<file path="src/rtl/mover_2d_burst_gen.sv">
// mover_2d_burst_gen: walks a height x width-byte region with a row stride and emits AXI4 burst commands split at MAX_BURST beats and 4KB boundaries.
//  ACLK/ARESETn           clock, synchronous active-low reset
//  cfg_go/base/width/height/stride  start pulse and transfer geometry, sampled on go
//  cfg_busy/done/err      transfer in progress, end-of-transfer pulse, illegal-config pulse
//  cmd_valid/ready        burst command handshake
//  cmd_addr/len/last      burst start address, AXI4 LEN (beats-1), last burst of transfer
module mover_2d_burst_gen #(
  parameter int AXI_WIDTH_AD = 32,
  parameter int AXI_WIDTH_DA = 32,
  parameter int MAX_BURST    = 16,
  parameter int WIDTH_CNT    = 16
) (
  input  logic                    ACLK,
  input  logic                    ARESETn,
  input  logic                    cfg_go,
  input  logic [AXI_WIDTH_AD-1:0] cfg_base,
  input  logic [WIDTH_CNT-1:0]    cfg_width,
  input  logic [WIDTH_CNT-1:0]    cfg_height,
  input  logic [AXI_WIDTH_AD-1:0] cfg_stride,
  output logic                    cfg_busy,
  output logic                    cfg_done,
  output logic                    cfg_err,
  output logic                    cmd_valid,
  input  logic                    cmd_ready,
  output logic [AXI_WIDTH_AD-1:0] cmd_addr,
  output logic [7:0]              cmd_len,
  output logic                    cmd_last
);
  localparam int BYTES = AXI_WIDTH_DA / 8;
  localparam int SH    = $clog2(BYTES);
  typedef enum logic [2:0] {IDLE, CHECK, CALC, ISSUE, DONE} state_t;
  state_t state_q, state_d;
  logic [AXI_WIDTH_AD-1:0] addr_q, addr_d, row_start_q, row_start_d, stride_q, stride_d;
  logic [WIDTH_CNT-1:0]    width_q, width_d, rows_left_q, rows_left_d, row_beats_q, row_beats_d;
  logic [8:0]              len_q, len_d, len_calc;
  logic                    last_q, last_d, err_q, err_d, illegal, row_end;
  logic [31:0]             row_beats32, bound_beats, min_a;
  logic [AXI_WIDTH_AD-1:0] next_row, step;

  always_ff @(posedge ACLK) begin
    if (!ARESETn) begin
      state_q     <= IDLE;
      addr_q      <= '0;
      row_start_q <= '0;
      stride_q    <= '0;
      width_q     <= '0;
      rows_left_q <= '0;
      row_beats_q <= '0;
      len_q       <= '0;
      last_q      <= 1'b0;
      err_q       <= 1'b0;
    end else begin
      state_q     <= state_d;
      addr_q      <= addr_d;
      row_start_q <= row_start_d;
      stride_q    <= stride_d;
      width_q     <= width_d;
      rows_left_q <= rows_left_d;
      row_beats_q <= row_beats_d;
      len_q       <= len_d;
      last_q      <= last_d;
      err_q       <= err_d;
    end
  end

  always_comb begin
    illegal     = width_q == '0 || rows_left_q == '0 ||
                  (addr_q & AXI_WIDTH_AD'(BYTES - 1)) != '0 || (width_q & WIDTH_CNT'(BYTES - 1)) != '0;
    row_beats32 = 32'(row_beats_q);
    bound_beats = 32'((13'h1000 - {1'b0, addr_q[11:0]}) >> SH);
    min_a       = row_beats32 < bound_beats ? row_beats32 : bound_beats;
    len_calc    = min_a < 32'(MAX_BURST) ? min_a[8:0] : 9'(MAX_BURST);
    row_end     = row_beats_q == WIDTH_CNT'(len_q);
    step        = AXI_WIDTH_AD'(len_q) << SH;
    next_row    = row_start_q + stride_q;
    state_d     = state_q;
    addr_d      = addr_q;
    row_start_d = row_start_q;
    stride_d    = stride_q;
    width_d     = width_q;
    rows_left_d = rows_left_q;
    row_beats_d = row_beats_q;
    len_d       = len_q;
    last_d      = last_q;
    err_d       = err_q;
    case (state_q)
      IDLE: if (cfg_go) begin
        state_d     = CHECK;
        addr_d      = cfg_base;
        row_start_d = cfg_base;
        stride_d    = cfg_stride;
        width_d     = cfg_width;
        rows_left_d = cfg_height;
        row_beats_d = cfg_width >> SH;
        err_d       = 1'b0;
      end
      CHECK: begin
        err_d   = illegal;
        state_d = illegal ? DONE : CALC;
      end
      CALC: begin
        len_d   = len_calc;
        last_d  = rows_left_q == WIDTH_CNT'(1) && row_beats32 == 32'(len_calc);
        state_d = ISSUE;
      end
      ISSUE: if (cmd_ready) begin
        if (row_end) begin
          row_start_d = next_row;
          addr_d      = next_row;
          row_beats_d = width_q >> SH;
          rows_left_d = rows_left_q - WIDTH_CNT'(1);
          state_d     = rows_left_q == WIDTH_CNT'(1) ? DONE : CALC;
        end else begin
          addr_d      = addr_q + step;
          row_beats_d = row_beats_q - WIDTH_CNT'(len_q);
          state_d     = CALC;
        end
      end
      default: state_d = IDLE;
    endcase
  end

  always_comb begin
    cmd_valid = state_q == ISSUE;
    cmd_addr  = cmd_valid ? addr_q : '0;
    cmd_len   = cmd_valid ? 8'(len_q - 9'd1) : 8'd0;
    cmd_last  = cmd_valid && last_q;
    cfg_busy  = state_q != IDLE;
    cfg_done  = state_q == DONE;
    cfg_err   = cfg_done && err_q;
  end
endmodule
</file>
<file path="config.mk">
export PLATFORM = sky130hd
export DESIGN_NAME = mover_2d_burst_gen
export DESIGN_NICKNAME = d
export VERILOG_FILES = /design/src/rtl/mover_2d_burst_gen.sv
export SDC_FILE = /design/constraint.sdc
export NUM_CORES = 1
export LEC_CHECK = 0
export CAP_MARGIN = 15
export CORE_AREA = 2 2 163 229
export CTS_BUF_LIST = sky130_fd_sc_hd__clkbuf_2 sky130_fd_sc_hd__clkbuf_4 sky130_fd_sc_hd__clkbuf_8
export CTS_CLUSTER_DIAMETER = 100
export CTS_CLUSTER_SIZE = 10
export DETAILED_ROUTE_END_ITERATION = 10
export DIE_AREA = 0 0 165 231
export PLACE_DENSITY_LB_ADDON = 0.05
export SYNTH_ARGS = -nofsm -noshare
export SYNTH_HDL_FRONTEND = slang
export SYNTH_SLANG_ARGS = --single-unit
</file>
<file path="constraint.sdc">
create_clock -name ACLK -period 4.65 [get_ports ACLK]
set_input_delay 0.465 -clock ACLK [delete_from_list [all_inputs] [get_ports ACLK]]
set_output_delay 0.465 -clock ACLK [all_outputs]
set_load 0.005 [all_outputs]
</file>
==> impl_summary.md <==
Run status
The run finished with clean final reports.

STA
The worst hold slack is roughly 0.46 ns. The final hold violation count came to 0. Setup repair after global routing left no endpoint under its margin.

Setup violations remaining at the end of the flow were counted as 0. The fmax is ~0.23 GHz. The worst clock skew is 0.0171 ns.

The actual slew at the worst max-slew pin is roughly 0.9 ns. The post-route fraction of the period consumed by the critical path is between 90 and 100%. The max-slew violation total from the final report is 0.

Headroom to the max-slew limit came out at about two fifths. The setup TNS is 0 ns. The post-layout minimum cycle time is roughly 4.3 ns.

CTS
The number of post-CTS setup repair buffers is 0. The number of clock sinks is approximately 160. The total clock buffers created by CTS is 17.

The clock tree synthesis step divided the H-tree into 4 levels. The buffer depth of the longest clock path is 2. Gates resized during post-CTS repair numbered 0.

At the later pin of the worst-skew pair, clock insertion delay measures roughly 0.50 ns. The CTS tree is yes. The number of hold buffers added after CTS was 0. Clock-pin slew was measured on the worst setup and hold paths at 0.10 ns. The buffer type at the clock tree root is sky130_fd_sc_hd__clkbuf_8.

Cells and area
The relative area change from synthesis to final layout is 22.1%. The library cell used most frequently in the layout, excluding fill and tap cells, is sky130_fd_sc_hd__nand2_1. The final-stage net count is ~1,700.

Leaving out fill and tap cells, the most frequent cells in the layout are 211 x sky130_fd_sc_hd__nand2_1, 167 x sky130_fd_sc_hd__a21oi_1, 158 x sky130_fd_sc_hd__dfxtp_1, 143 x sky130_fd_sc_hd__clkdlybuf4s50_1, 138 x sky130_fd_sc_hd__nor2_1. In the final layout, the share of cells above drive strength 1 is under 10%. At the end of the flow the core is filled with cells to between 30% and 40%.

Logic synthesis
During synthesis, Yosys emitted a total of 0 warnings. Averaged over all synthesized cells, the footprint is around 7.4 um2. The share of the Yosys chip area taken by registers is 29.4%. The number of library cell types mapped by synthesis is 87.

When the netlist entered floorplanning its net count stood at about 1,600. Among all flip-flop cells after synthesis, the most frequent one is sky130_fd_sc_hd__dfxtp_1. The synthesized design contains 0 enable-type register cells. After technology mapping, the gate count stands at 1,448. The synthesized design contains approximately 160 register bits. The fraction of synthesis flops using an asynchronous set or reset pin is 0%. The mapped netlist covers between 10,000 and 15,000 um2.

Drt
The DRC violations left is 0. The wire length the detailed router placed on met1 is between 15,000 and 20,000 um. The overall routed net length is ~41,000 um. The number of iterations in the first detailed-routing pass is 5. In the routed layout, each cell is associated on average with a via count of ~5.4.

The met2 wire length is 20,000 um. The initial detailed-routing violation count is 637. The post-route antenna net violation count is 0. The total vias in the final route is around 11,000.

In the final routed layout, each cell accounts on average for 20.2 um. Summed over all nets, wire length on met3 after detailed routing comes to 1200 um. In this run the top signal layer used is met4.

Run
The number of max-capacitance violations reported is 0.

Global routing
The number of antenna violations at the first check in global routing is 2. Entering global routing, the biggest net connects 56 pins. The first-pass GRT wire length is around 64,000 um. The number of global-route vias before repair is 10,822. The overall fraction of global-route tracks in use is between 20 and 25%.

The total congestion overflow after global routing is 0.

Setup path
The nature of the critical path endpoint is a flop. Counting cells, the worst reg-to-reg path comes to 15. The worst register-to-register path begins at addr_q[1].

The endpoint identified for the worst register-to-register timing path is last_q. The worst-path cell with the longest stage delay is sky130_fd_sc_hd__a2111oi_1. Walking the worst path, the cells encountered are nor4_2 -> and2b_1 -> nand2b_1 -> or2_1 -> or3_1 -> nor3_2 -> xor2_1 -> ha_1 -> nand3_1 -> or3_1 -> o21a_1 -> nor3_1 -> o21ai_0 -> a2111oi_1 -> a31o_2. The critical path is of the reg -> reg type. Along the worst path, the maximum fanout reaches 6.

The source of the critical timing path is addr_q[1]. The worst-case register-to-register setup slack is about 0.33 ns. Grouping stages by cell kind, the critical path spends the most delay in simple AND/OR/NAND/NOR gates.

STA classifies the critical path startpoint as a flop. The worst path buffer plus inverter count is 0. In this design, the stage delay of the slowest critical-path cell is between 0.4 and 0.5 ns.

For the worst setup path, the data arrival time is around 4.8 ns. Among the stages of the critical path, the cell type that occurs most often is sky130_fd_sc_hd__or3_1. The critical path data required time is 5.10 ns.

Hold path
The worst hold path belongs to the class reg -> reg. For hold timing, the worst endpoint is row_start_q[2]. The worst hold path begins at row_start_q[2].

The number of instances on the worst hold path is 2.

Floorplan
The floorplan has a little over 80 rows. The count of pins on the block boundary is ~150. The initial utilization of the core area, before any placement, comes to about 30%. The core box area is between 30,000 and 40,000 um2. The height of the die is 231 um. The die footprint is roughly 38,000 um2. The width of the chip is 165 um.

Placed design
The count of input and output buffers is about 140. After legalization and detailed placement, the total HPWL measured about 31,000 um. The congestion estimate from routability-driven global placement came to approximately 0.86.

Power
The power density over the cells is ~300 nW/um2. The worst vdd rail ir drop is about 0.15 mV. The analysis attributes to cell leakage a power of around 5 nW.
-- state kept, by name (all words and copies together), names as in the netlist --
| name | cells |
|---|---|
| row_beats_q | 16 |
| state_q | 3 |
| err_q | 1 |
| row_start_q | 32 |
| width_q | 16 |
| stride_q | 32 |
| last_q | 1 |
| len_q | 9 |
| rows_left_q | 16 |
| addr_q | 32 |
-- per-layer routing --
layer / GRT usage, % / up-vias
met5: 0 / -
met1: 28.8 / 5211
met2: 37.2 / 237
li1: - / 5486
met4: 7.55 / 0
met3: 2.59 / 41
-- cell usage after synthesis (9+ instances only) --
| cell type | number | share of area, % |
|---|---|---|
| sky130_fd_sc_hd__o21ai_0 | 91 | 4.2 |
| sky130_fd_sc_hd__xnor2_1 | 32 | 2.6 |
| sky130_fd_sc_hd__and2_1 | 37 | 2.2 |
| sky130_fd_sc_hd__a311oi_1 | 9 | 0.73 |
| sky130_fd_sc_hd__nand4_1 | 17 | 0.99 |
| sky130_fd_sc_hd__clkbuf_1 | 62 | 2.2 |
| sky130_fd_sc_hd__or3_1 | 13 | 0.76 |
| sky130_fd_sc_hd__nor2_1 | 138 | 4.8 |
| sky130_fd_sc_hd__nor3_1 | 42 | 2.0 |
| sky130_fd_sc_hd__and3_1 | 11 | 0.64 |
| sky130_fd_sc_hd__a21o_1 | 22 | 1.5 |
| sky130_fd_sc_hd__a21oi_1 | 168 | 7.8 |
| sky130_fd_sc_hd__a2111oi_0 | 9 | 0.73 |
| sky130_fd_sc_hd__nor2b_1 | 16 | 0.93 |
| sky130_fd_sc_hd__o211ai_1 | 21 | 1.5 |
| sky130_fd_sc_hd__a211oi_1 | 28 | 2.0 |
| sky130_fd_sc_hd__nand2_1 | 212 | 7.4 |
| sky130_fd_sc_hd__nor4_1 | 12 | 0.70 |
| sky130_fd_sc_hd__a22oi_1 | 10 | 0.70 |
| sky130_fd_sc_hd__o21a_1 | 21 | 1.5 |
| sky130_fd_sc_hd__a31oi_1 | 21 | 1.2 |
| sky130_fd_sc_hd__nand3_1 | 48 | 2.2 |
| sky130_fd_sc_hd__inv_1 | 29 | 1.0 |
| sky130_fd_sc_hd__ha_1 | 62 | 7.2 |
| sky130_fd_sc_hd__dfxtp_1 | 158 | 29 |
| sky130_fd_sc_hd__xor2_1 | 10 | 0.81 |
| sky130_fd_sc_hd__buf_2 | 9 | 0.42 |
-- layout make-up --
type | count | area [um2]
inverter | 31 | 118
antenna | 2 | 5.00
clock buffer | 18 | 248
fill | 3835 | 23100
timing repair buffer | 168 | 1630
tap | 467 | 584
clock inverter | 14 | 190
multi-input combinational | 1178 | 7180
sequential | 158 | 3160
-- report_power, final --
group          switching [mW]  internal, mW
clock                   0.592         0.599
combinational           0.724         0.476
sequential              0.130          1.47
-- worst max path at each step --
stage	end	slack (ns)	cells after the start
2_1_floorplan	last_q	0.89	15
3_3_place_gp	last_q	0.33	15
3_5_place_dp	last_q	0.25	15
4_1_cts	last_q	0.20	15
5_1_grt	last_q	0.09	15
6_report	last_q	0.33	15
-- stage by stage --
step / setup WS (ns) / power [mW] / instances / cell area (um2)
6_report: 0.328 / 3.99 / 2036 / 13100
5_1_grt: 0.0943 / 4.24 / 2036 / 13100
2_1_floorplan: 0.887 / 2.40 / 1448 / 10700
4_1_cts: 0.201 / 4.04 / 2034 / 13100
3_5_place_dp: 0.245 / 2.83 / 2002 / 12700
3_3_place_gp: 0.332 / 2.83 / 2002 / 12700
-- worst min-delay path: stages, from the launching register on --
cell                      delay [ns]
sky130_fd_sc_hd__dfxtp_1        0.32
sky130_fd_sc_hd__nand2_1        0.05
sky130_fd_sc_hd__a21oi_1        0.05
-- cells by family after synthesis --
kind of cell | share of synthesized area, %
compound gates | 28.6
xor+xnor | 3.68
fa+ha+maj | 7.78
buf+inv | 4.16
flops | 29.4
mux | 0.477
simple gates | 25.9
No activity file was read; power rests on OpenSTA's default activity.
